**config.mk**
```make
export PLATFORM = sky130hd
export DESIGN_NAME = snd_cmd_fifo
export DESIGN_NICKNAME = d
export VERILOG_FILES = /design/src/rtl/snd_cmd_fifo.sv
export SDC_FILE = /design/constraint.sdc
export NUM_CORES = 1
export LEC_CHECK = 0
export BUFFER_PORTS_ARGS = -buffer_cell sky130_fd_sc_hd__buf_4
export CAP_MARGIN = 20
export CORE_ASPECT_RATIO = 0.8
export CORE_MARGIN = 3
export CORE_UTILIZATION = 50
export CTS_CLUSTER_DIAMETER = 60
export DETAILED_ROUTE_END_ITERATION = 12
export GPL_TIMING_DRIVEN = 0
export HOLD_SLACK_MARGIN = 0.12
export PLACE_DENSITY_LB_ADDON = 0.08
export SLEW_MARGIN = 20
export SYNTH_ARGS = -nofsm -noshare
export SYNTH_HDL_FRONTEND = slang
export SYNTH_SLANG_ARGS = --single-unit
```
**constraint.sdc**
```tcl
create_clock -name clk_sys -period 3.7 [get_ports clk_sys]
set_input_delay 0.37 -clock clk_sys [delete_from_list [all_inputs] [get_ports clk_sys]]
set_output_delay 0.37 -clock clk_sys [all_outputs]
set_load 0.005 [all_outputs]
```
**src/rtl/snd_cmd_fifo.sv**
```systemverilog
// ---------------------------------------------------------------------------
// snd_cmd_fifo
//
// Sound command path from the main V33 CPU to the Z80 sound CPU. The main
// CPU's sound-latch writes (IO 0x00) are queued in a small FIFO. The oldest
// byte is presented to the sound CPU on a registered output. A Z80 mode-0
// interrupt request with a fixed RST vector tells the sound CPU that
// commands are waiting.
//
// Ports:
//   clk_sys        system clock
//   reset_n        asynchronous active-low reset
//   snd_reset      synchronous clear (sound CPU reset), same effect as reset
//   main_wr        one-cycle pulse, enqueue main_din
//   main_din[7:0]  command byte from the main CPU
//   main_full      FIFO holds DEPTH entries (combinational)
//   main_overflow  sticky: a write arrived while full and was dropped
//   main_clr_ovf   one-cycle pulse, clears main_overflow (a new overflow wins)
//   snd_rd         one-cycle pulse, pop the head entry
//   snd_dout[7:0]  head byte, registered
//   snd_ack        one-cycle pulse, interrupt acknowledge from the sound CPU
//   snd_irq        interrupt request, level, active high
//   snd_vector     constant IRQ_VECTOR (RST opcode for mode-0 fetch)
//   pending        current fill count
// ---------------------------------------------------------------------------
module snd_cmd_fifo #(
  parameter int         DEPTH      = 4,
  parameter logic [7:0] IRQ_VECTOR = 8'hDF,
  parameter int         HOLDOFF    = 2
) (
  input  logic                     clk_sys,
  input  logic                     reset_n,
  input  logic                     snd_reset,
  input  logic                     main_wr,
  input  logic [7:0]               main_din,
  output logic                     main_full,
  output logic                     main_overflow,
  input  logic                     main_clr_ovf,
  input  logic                     snd_rd,
  output logic [7:0]               snd_dout,
  input  logic                     snd_ack,
  output logic                     snd_irq,
  output logic [7:0]               snd_vector,
  output logic [$clog2(DEPTH):0]   pending
);

  localparam int PW = $clog2(DEPTH);
  localparam int CW = PW + 1;
  localparam int HW = (HOLDOFF < 2) ? 1 : $clog2(HOLDOFF + 1);

  localparam logic [CW-1:0] DEPTH_C   = CW'(DEPTH);
  localparam logic [HW-1:0] HOLDOFF_C = HW'(HOLDOFF);

  typedef enum logic [1:0] {
    ST_IDLE   = 2'd0,
    ST_ASSERT = 2'd1,
    ST_HOLD   = 2'd2
  } state_t;

  // -------------------------------------------------------------------------
  // Storage and state
  // -------------------------------------------------------------------------
  logic [7:0]    mem [DEPTH];
  logic [PW-1:0] wr_ptr_reg;
  logic [PW-1:0] rd_ptr_reg;
  logic [CW-1:0] count_reg;
  logic [CW-1:0] count_next;
  logic [7:0]    dout_reg;
  logic          ovf_reg;
  state_t        state_reg;
  state_t        state_next;
  logic [HW-1:0] hold_reg;
  logic [HW-1:0] hold_next;

  logic full_w;
  logic empty_w;
  logic do_wr;
  logic do_rd;
  logic ovf_set;

  // -------------------------------------------------------------------------
  // FIFO control
  // -------------------------------------------------------------------------
  assign full_w  = (count_reg == DEPTH_C);
  assign empty_w = (count_reg == '0);

  // A pop in the same cycle frees the slot, so a write while full still lands.
  assign do_wr   = main_wr && (!full_w || snd_rd);
  // Popping an empty FIFO does nothing; a same-cycle write is then write-only.
  assign do_rd   = snd_rd && !empty_w;
  assign ovf_set = main_wr && full_w && !snd_rd;

  always_comb begin
    count_next = count_reg;
    if (do_wr && !do_rd) begin
      count_next = count_reg + CW'(1);
    end else if (!do_wr && do_rd) begin
      count_next = count_reg - CW'(1);
    end
  end

  // Entry array: no reset so it maps onto distributed/block RAM.
  always_ff @(posedge clk_sys) begin
    if (do_wr && !snd_reset) begin
      mem[wr_ptr_reg] <= main_din;
    end
  end

  always_ff @(posedge clk_sys or negedge reset_n) begin
    if (!reset_n) begin
      wr_ptr_reg <= '0;
      rd_ptr_reg <= '0;
      count_reg  <= '0;
      ovf_reg    <= 1'b0;
    end else if (snd_reset) begin
      wr_ptr_reg <= '0;
      rd_ptr_reg <= '0;
      count_reg  <= '0;
      ovf_reg    <= 1'b0;
    end else begin
      // Pointers are PW bits wide, so the increment wraps modulo DEPTH.
      if (do_wr) begin
        wr_ptr_reg <= wr_ptr_reg + PW'(1);
      end
      if (do_rd) begin
        rd_ptr_reg <= rd_ptr_reg + PW'(1);
      end
      count_reg <= count_next;
      // Set has priority over clear so a same-cycle overflow is never lost.
      if (ovf_set) begin
        ovf_reg <= 1'b1;
      end else if (main_clr_ovf) begin
        ovf_reg <= 1'b0;
      end
    end
  end

  // Head register. It only reloads while the FIFO holds data, so once the
  // last byte is popped the output keeps showing it instead of a stale slot.
  // The one-edge lag means a byte written into an empty FIFO shows up one
  // edge after the write, and the next byte one edge after a pop.
  always_ff @(posedge clk_sys or negedge reset_n) begin
    if (!reset_n) begin
      dout_reg <= 8'h00;
    end else if (snd_reset) begin
      dout_reg <= 8'h00;
    end else if (!empty_w) begin
      dout_reg <= mem[rd_ptr_reg];
    end
  end

  // -------------------------------------------------------------------------
  // Interrupt FSM
  // -------------------------------------------------------------------------
  // Entry into ASSERT requires data both now and after this edge, so a pop
  // that drains the last byte on the same edge cannot raise a dead interrupt.
  always_comb begin
    state_next = state_reg;
    hold_next  = hold_reg;
    case (state_reg)
      ST_IDLE: begin
        if (!empty_w && (count_next != '0)) begin
          state_next = ST_ASSERT;
        end
      end
      ST_ASSERT: begin
        // Only the acknowledge drops the request; reads alone do not.
        if (snd_ack) begin
          state_next = ST_HOLD;
          hold_next  = HOLDOFF_C;
        end
      end
      ST_HOLD: begin
        // Low for HOLDOFF+1 cycles: HOLDOFF decrements plus the exit cycle.
        if (hold_reg == '0) begin
          if (!empty_w && (count_next != '0)) begin
            state_next = ST_ASSERT;
          end else begin
            state_next = ST_IDLE;
          end
        end else begin
          hold_next = hold_reg - HW'(1);
        end
      end
      default: begin
        state_next = ST_IDLE;
        hold_next  = '0;
      end
    endcase
  end

  always_ff @(posedge clk_sys or negedge reset_n) begin
    if (!reset_n) begin
      state_reg <= ST_IDLE;
      hold_reg  <= '0;
    end else if (snd_reset) begin
      state_reg <= ST_IDLE;
      hold_reg  <= '0;
    end else begin
      state_reg <= state_next;
      hold_reg  <= hold_next;
    end
  end

  // -------------------------------------------------------------------------
  // Outputs
  // -------------------------------------------------------------------------
  assign main_full     = full_w;
  assign main_overflow = ovf_reg;
  assign snd_dout      = dout_reg;
  assign snd_irq       = (state_reg == ST_ASSERT);
  assign snd_vector    = IRQ_VECTOR;
  assign pending       = count_reg;

endmodule
```
======== Yosys cells after proc, flatten, opt, wreduce, memory -nomap -nowiden ========
Memory sizes are Yosys's and may differ from the RTL's.
Index checks and enable logic that the tools add are counted.
operators by class
  reductions and logical operators ........ 24
  multiplexer cells ....................... 23
  $add $sub $neg .......................... 5
  equal/unequal tests ..................... 9
operator list
  operator                                                                count
  2-bit two-way mux                                                       10
  8-bit two-way mux                                                       2
  3-bit inequality test (second input constant)                           4
  2-bit case mux with 3 select lines                                      2
  3-bit two-way mux                                                       3
  1-bit logical AND                                                       8
  1-bit logical NOT                                                       6
  1-bit two-way mux                                                       6
  3-bit AND reduction                                                     2
  3-bit nonzero test                                                      2
  2-bit by 1-bit adder with 2-bit output (second input constant)          2
  2-bit logical NOT                                                       2
  2-bit inequality test (second input constant)                           2
  2-bit nonzero test                                                      2
  3-bit by 1-bit adder with 3-bit output (second input constant)          1
  3-bit equality test (second input constant)                             1
  3-bit logical NOT                                                       1
  3-bit by 1-bit subtractor with 3-bit output (second input constant)     1
  2-bit by 1-bit equality test with 1-bit output (second input constant)  1
  2-bit equality test (second input constant)                             1
  2-bit by 1-bit subtractor with 2-bit output (second input constant)     1
  1-bit logical OR                                                        1
storage, ports and cells
  input port bits ......................... 15
  RAM bits ................................ 32
  output and inout port bits .............. 22
  memories kept ........................... 1
  flip-flop bits (word level) ............. 20
memory list
  memory  words  width  rd ports  clocked after memory_dff  write ports  RTL line  RTL
  mem     4      8      1         0                         1            63        logic [7:0] mem [DEPTH];

======== Logic depth before layout (Yosys ltp) ========
  depth after elaboration ................. 14
  gate-level depth with buffers ........... 9

======== Worst setup path before layout ========
OpenSTA, ideal clock, no wires.
  path kind ............................... register -> register
  from .................................... register count_reg[0], in the netlist pending[0]
  to ...................................... register state_reg[0]
  setup time .............................. 0.125 ns
  path slack .............................. 1.615 ns
  path buffers ............................ 1
  data arrival time ....................... 1.960 ns
  clock period less this slack ............ 2.085 ns
  cell stages (with the launch flop) ...... 10
  cells stage by stage .................... dfrtp_1 inv_1 ha_1 buf_6 mux2i_1 mux2_1 nand3_2 o31ai_4 a2bb2oi_2 mux2_4
on the way
  longest elaborated chain between the ends .. 14
  elaborated cells on any way between the ends .. 23
RTL lines
  element                             RTL line  RTL
  start, declared                     66        logic [CW-1:0] count_reg;
  start signal, assigned              128       count_reg <= count_next;
  3-bit equality test                 84        assign full_w = (count_reg == DEPTH_C);
  1-bit logical NOT                   88        assign do_wr = main_wr && (!full_w || snd_rd);
  1-bit logical OR                    88
  1-bit logical AND                   88
  1-bit logical NOT                   97        end else if (!do_wr && do_rd) begin
  1-bit logical AND                   97
  3-bit two-way mux                   97
  3-bit two-way mux                   95        if (do_wr && !do_rd) begin
  3-bit nonzero test                  162, 176
  1-bit logical AND *                 162, 176
  1-bit two-way mux                   176       if (!empty_w && (count_next != '0)) begin
  2-bit two-way mux                   175       if (hold_reg == '0) begin
  2-bit case mux with 3 select lines  160       case (state_reg)
  2-bit two-way mux                   196       end else if (snd_reset) begin
  end signal, assigned                200       state_reg <= state_next;
  end, declared                       70        state_t state_reg;
Mark *: on every way between the ends. The rest lies on a longest branch, timed or not. The select of a mux whose other input is x is not followed.
A chain may end at the register's enable or synchronous reset.

======== Worst setup path in the final report ========
  from .................................... register count_reg[1], in the netlist pending[1]
  to ...................................... register state_reg[0]
The elaborated chain is that of the path after synthesis.

==> flow_metrics.env <==
export IMPL_clock_skew_ns=0.007693
export IMPL_setup_viol=0
export IMPL_flip_flop_count_of_the_largest_register_all_copies_and_words_added=32
export IMPL_end_kind="register"
export IMPL_drtAntennaViolNets=0
export IMPL_ys_warn_count=0
export IMPL_antenna_found_initial=0
export IMPL_power_ir_vdd_worst_v=0.0003374
export IMPL_power_share_switching_pct=30.40
export IMPL_synth_async_sr_flop_share_pct=38.46
export IMPL_postLayoutCoreUtil_pct=62.66
export IMPL_final_min_clock_period_ns=2.286
export IMPL_clock_sinks=52
export IMPL_synth_sequential_area_ratio_pct=57.59
export IMPL_rsz0062_at_grt="false"
export IMPL_timing_hold_violations_final=0
export IMPL_final_setup_worst_slack_ns=1.414
export IMPL_timing_setup_tns_ns=0
export IMPL_cts_made_buffers=5
export IMPL_grt_first_pass_wirelength_um=7852
export IMPL_detail_route_wl_per_cell_um=15.47
export IMPL_route_vias_total=1600
export IMPL_netlist_top_cell_by_area="sky130_fd_sc_hd__edfxtp_1"
export IMPL_antenna_cells_inserted=0
export IMPL_fp_dieArea_um2=5971
export IMPL_crit_family="compound AO/OA/AOI/OAI gates"
export IMPL_power_density_nw_per_um2=531.6
export IMPL_min_path_type="primary input to register"
export IMPL_required_worst_endpoint_ns=3.89
export IMPL_syn_instance_count=200
export IMPL_gp_congestion=0.8088
export IMPL_clock_tree_from_tritoncts="yes"
export IMPL_fraction_of_the_mapped_netlist_area_in_simple_logic_gates_pct=11.09
export IMPL_total_standard_cell_area_after_synthesis_um2=2537
export IMPL_timing_max_slew_rel_slack_pct=61.28
export IMPL_cp_arrival_ns=2.48
export IMPL_critPathMaxFanout=9
export IMPL_hold_worst_slack_ns=0.2643
export IMPL_die_height_um=69.72
export IMPL_clk_path_buf_depth=2
export IMPL_detailed_place_hpwl_um=3393
export IMPL_synth_edff_count=32
export IMPL_outcome="finished clean"
export IMPL_die_w_um=85.65
export IMPL_floorplan_core_area_um2=4735
export IMPL_mostFrequentLayoutCells="sky130_fd_sc_hd__buf_4 (36), sky130_fd_sc_hd__edfxtp_1 (32), sky130_fd_sc_hd__nand2_1 (24), sky130_fd_sc_hd__dfrtp_1 (20)"
export IMPL_place_inst=294
export IMPL_synth_compound_gate_area_share_pct=8.826
export IMPL_fillerInstances=388
export IMPL_reg2regPathDepth=8
export IMPL_critPathSlowestCell="sky130_fd_sc_hd__dfrtp_1"
export IMPL_worstSkewPairLatency_ns=0.30
export IMPL_maximum_number_of_pins_on_one_net_before_global_route_repair=21
export IMPL_period_share_pct=61.79
export IMPL_clockRootBuffer="sky130_fd_sc_hd__clkbuf_8"
export IMPL_drt_vias_per_instance=5.281
export IMPL_post_route_cell_area_um2=2967
export IMPL_net_switching_power_mw=0.4794
export IMPL_cellInternalPower_mw=1.098
export IMPL_synth_top_flop_cell="sky130_fd_sc_hd__edfxtp_1"
export IMPL_seq_power_share_pct=45.3
export IMPL_postSynthRegisterBits=52
export IMPL_critical_path_cell_chain="inv_1 > ha_1 > buf_6 > o31a_1 > o211ai_1 > o31ai_4 > a2bb2oi_2 > mux2_4"
export IMPL_total_power_mw=1.577
export IMPL_io_pins=37
export IMPL_combPwrFrac_pct=30.5
export IMPL_portBuffers=28
export IMPL_timing_max_cap_violations=0
export IMPL_detailedPlace_worstSlack_ns=1.449
export IMPL_maxSlewViolCount=0
export IMPL_critPathKind="register to register"
export IMPL_ctsHtreeMaxLevel=2
export IMPL_clk_transition_reported_paths_ns=0.09
export IMPL_dr_first_iter_drc_count=66
export IMPL_initial_utilization_pct=53.59
export IMPL_routed_wl_um=4687
export IMPL_top_register="mem"
export IMPL_synthesized_area_fraction_occupied_by_xor_and_xnor_cells_pct=1.036
export IMPL_synthMuxAreaShare_pct=8.925
export IMPL_startpoint_type="register"
export IMPL_placement_cell_area_um2=2845
export IMPL_firstDrtPassIters=4
export IMPL_final_cell_count_no_fill=303
export IMPL_grt_ovfl_total=0
export IMPL_number_of_global_route_vias_before_repair=1648
export IMPL_grt_total_usage_pct=17.00
export IMPL_synth_largest_type_area_fraction_pct=37.87
export IMPL_path_buf_inv=2
export IMPL_critical_path_cell_count=8
export IMPL_drc=0
export IMPL_timing_fmax_mhz=437.4
export IMPL_dominant_combinational_cell_family_by_area_after_synthesis="simple AND/OR/NAND/NOR gates"
export IMPL_power_share_clock_pct=24.2
export IMPL_final_common_cell="sky130_fd_sc_hd__buf_4"
export IMPL_synthesis_area_per_instance_um2=12.69
export IMPL_tightestPinTransition_ns=0.5748
export IMPL_design_final_nets=269
export IMPL_core_rowCount=22
export IMPL_min_delay_path_depth=1
export IMPL_power_leakage_nw=1.216
export IMPL_fraction_of_layout_instances_using_a_drive_strength_above_1_pct=25.51
export IMPL_area_contributors_post_synth="sky130_fd_sc_hd__edfxtp_1 (38%), sky130_fd_sc_hd__dfrtp_1 (20%), sky130_fd_sc_hd__mux4_2 (7.1%)"
export IMPL_cpPeakStageDelay_ns=0.48
export IMPL_synthAdderAreaFrac_pct=5.917
export IMPL_area_growth_syn_to_layout_pct=16.91
export IMPL_post_synth_num_cell_types=44
==> cell families after synthesis <==
logic type | count (synthesis)
AO/OA/AOI/OAI | 31
XOR/XNOR | 3
adder cells (fa/ha/maj) | 12
buffers and inverters | 30
flip-flops | 52
multiplexers | 12
other | 2
AND/OR/NAND/NOR | 58
==> repair_timing <==
item	4_1_cts	5_1_grt
hold buffers	1	0
buffers inserted	0	0
gates resized for setup	0	0
endpoints found under the hold margin	20	0
==> routing by layer <==
metal  wire length, um  vias up  track usage (%)  part of all wire [%]
met1              2090      783            23.10                    45
met5                 0        -                0                     0
li1                  -      770                -                     -
met3               226        8            3.444                   4.8
met2              2315       39            27.76                    49
met4                54        0            4.745                   1.2
==> worst reg2reg max path, cell delays in order (launching register included) <==
cell and delay (ns):
sky130_fd_sc_hd__dfrtp_1 0.48, sky130_fd_sc_hd__inv_1 0.10, sky130_fd_sc_hd__ha_1 0.20, sky130_fd_sc_hd__buf_6 0.14, sky130_fd_sc_hd__o31a_1 0.28, sky130_fd_sc_hd__o211ai_1 0.38, sky130_fd_sc_hd__o31ai_4 0.11, sky130_fd_sc_hd__a2bb2oi_2 0.19
sky130_fd_sc_hd__mux2_4 0.31
==> final timing paths <==
kind	from	to	slack, ns
max reg2reg	pending[1]	state_reg[0]	1.41
min	main_din[4]	mem[2][4]	0.26
max in group asynchronous	reset_n	snd_dout[7]	3.00
min reg2reg	hold_reg[1]	hold_reg[1]	0.50
max	pending[1]	state_reg[0]	1.41
min in group asynchronous	reset_n	snd_dout[0]	0.48
==> synthesized netlist by cell type, types with 2 or more instances <==
cell	count
sky130_fd_sc_hd__o211ai_1	2
sky130_fd_sc_hd__mux4_2	8
sky130_fd_sc_hd__buf_6	2
sky130_fd_sc_hd__conb_1	2
sky130_fd_sc_hd__nor2b_1	5
sky130_fd_sc_hd__ha_1	12
sky130_fd_sc_hd__and2_1	4
sky130_fd_sc_hd__nand2b_1	5
sky130_fd_sc_hd__edfxtp_1	32
sky130_fd_sc_hd__buf_2	2
sky130_fd_sc_hd__clkbuf_1	3
sky130_fd_sc_hd__nand3_1	3
sky130_fd_sc_hd__nor2_1	10
sky130_fd_sc_hd__o21ai_0	4
sky130_fd_sc_hd__mux2i_1	2
sky130_fd_sc_hd__a21oi_1	13
sky130_fd_sc_hd__buf_1	2
sky130_fd_sc_hd__buf_4	8
sky130_fd_sc_hd__dfrtp_1	20
sky130_fd_sc_hd__xor2_1	2
sky130_fd_sc_hd__inv_1	13
sky130_fd_sc_hd__nand2_1	24
==> cell type report <==
| cell class | count | area, um2 | share of cell area (%) |
|---|---|---|---|
| Clock buffer | 5 | 68.82 | 2.320 |
| Timing Repair Buffer | 29 | 220.2 | 7.423 |
| Inverter | 13 | 48.80 | 1.645 |
| Clock inverter | 3 | 42.54 | 1.434 |
| Multi-Input combinational cell | 124 | 938.4 | 31.63 |
| Buffer | 17 | 111.4 | 3.754 |
| Sequential cell | 52 | 1461 | 49.26 |
| Tap cell | 60 | 75.07 | 2.531 |
==> power groups by stage <==
| stage | clock network, mW | logic [mW] | registers (mW) |
|---|---|---|---|
| final | 0.381 | 0.481 | 0.715 |
| after global routing | 0.416 | 0.543 | 0.723 |
| after CTS | 0.390 | 0.487 | 0.715 |
| after detailed placement | 0 | 0.484 | 0.727 |
| after global placement | 0 | 0.468 | 0.723 |
| after floorplan | 0 | 0.335 | 0.719 |
(Power assumes the default switching activity.)
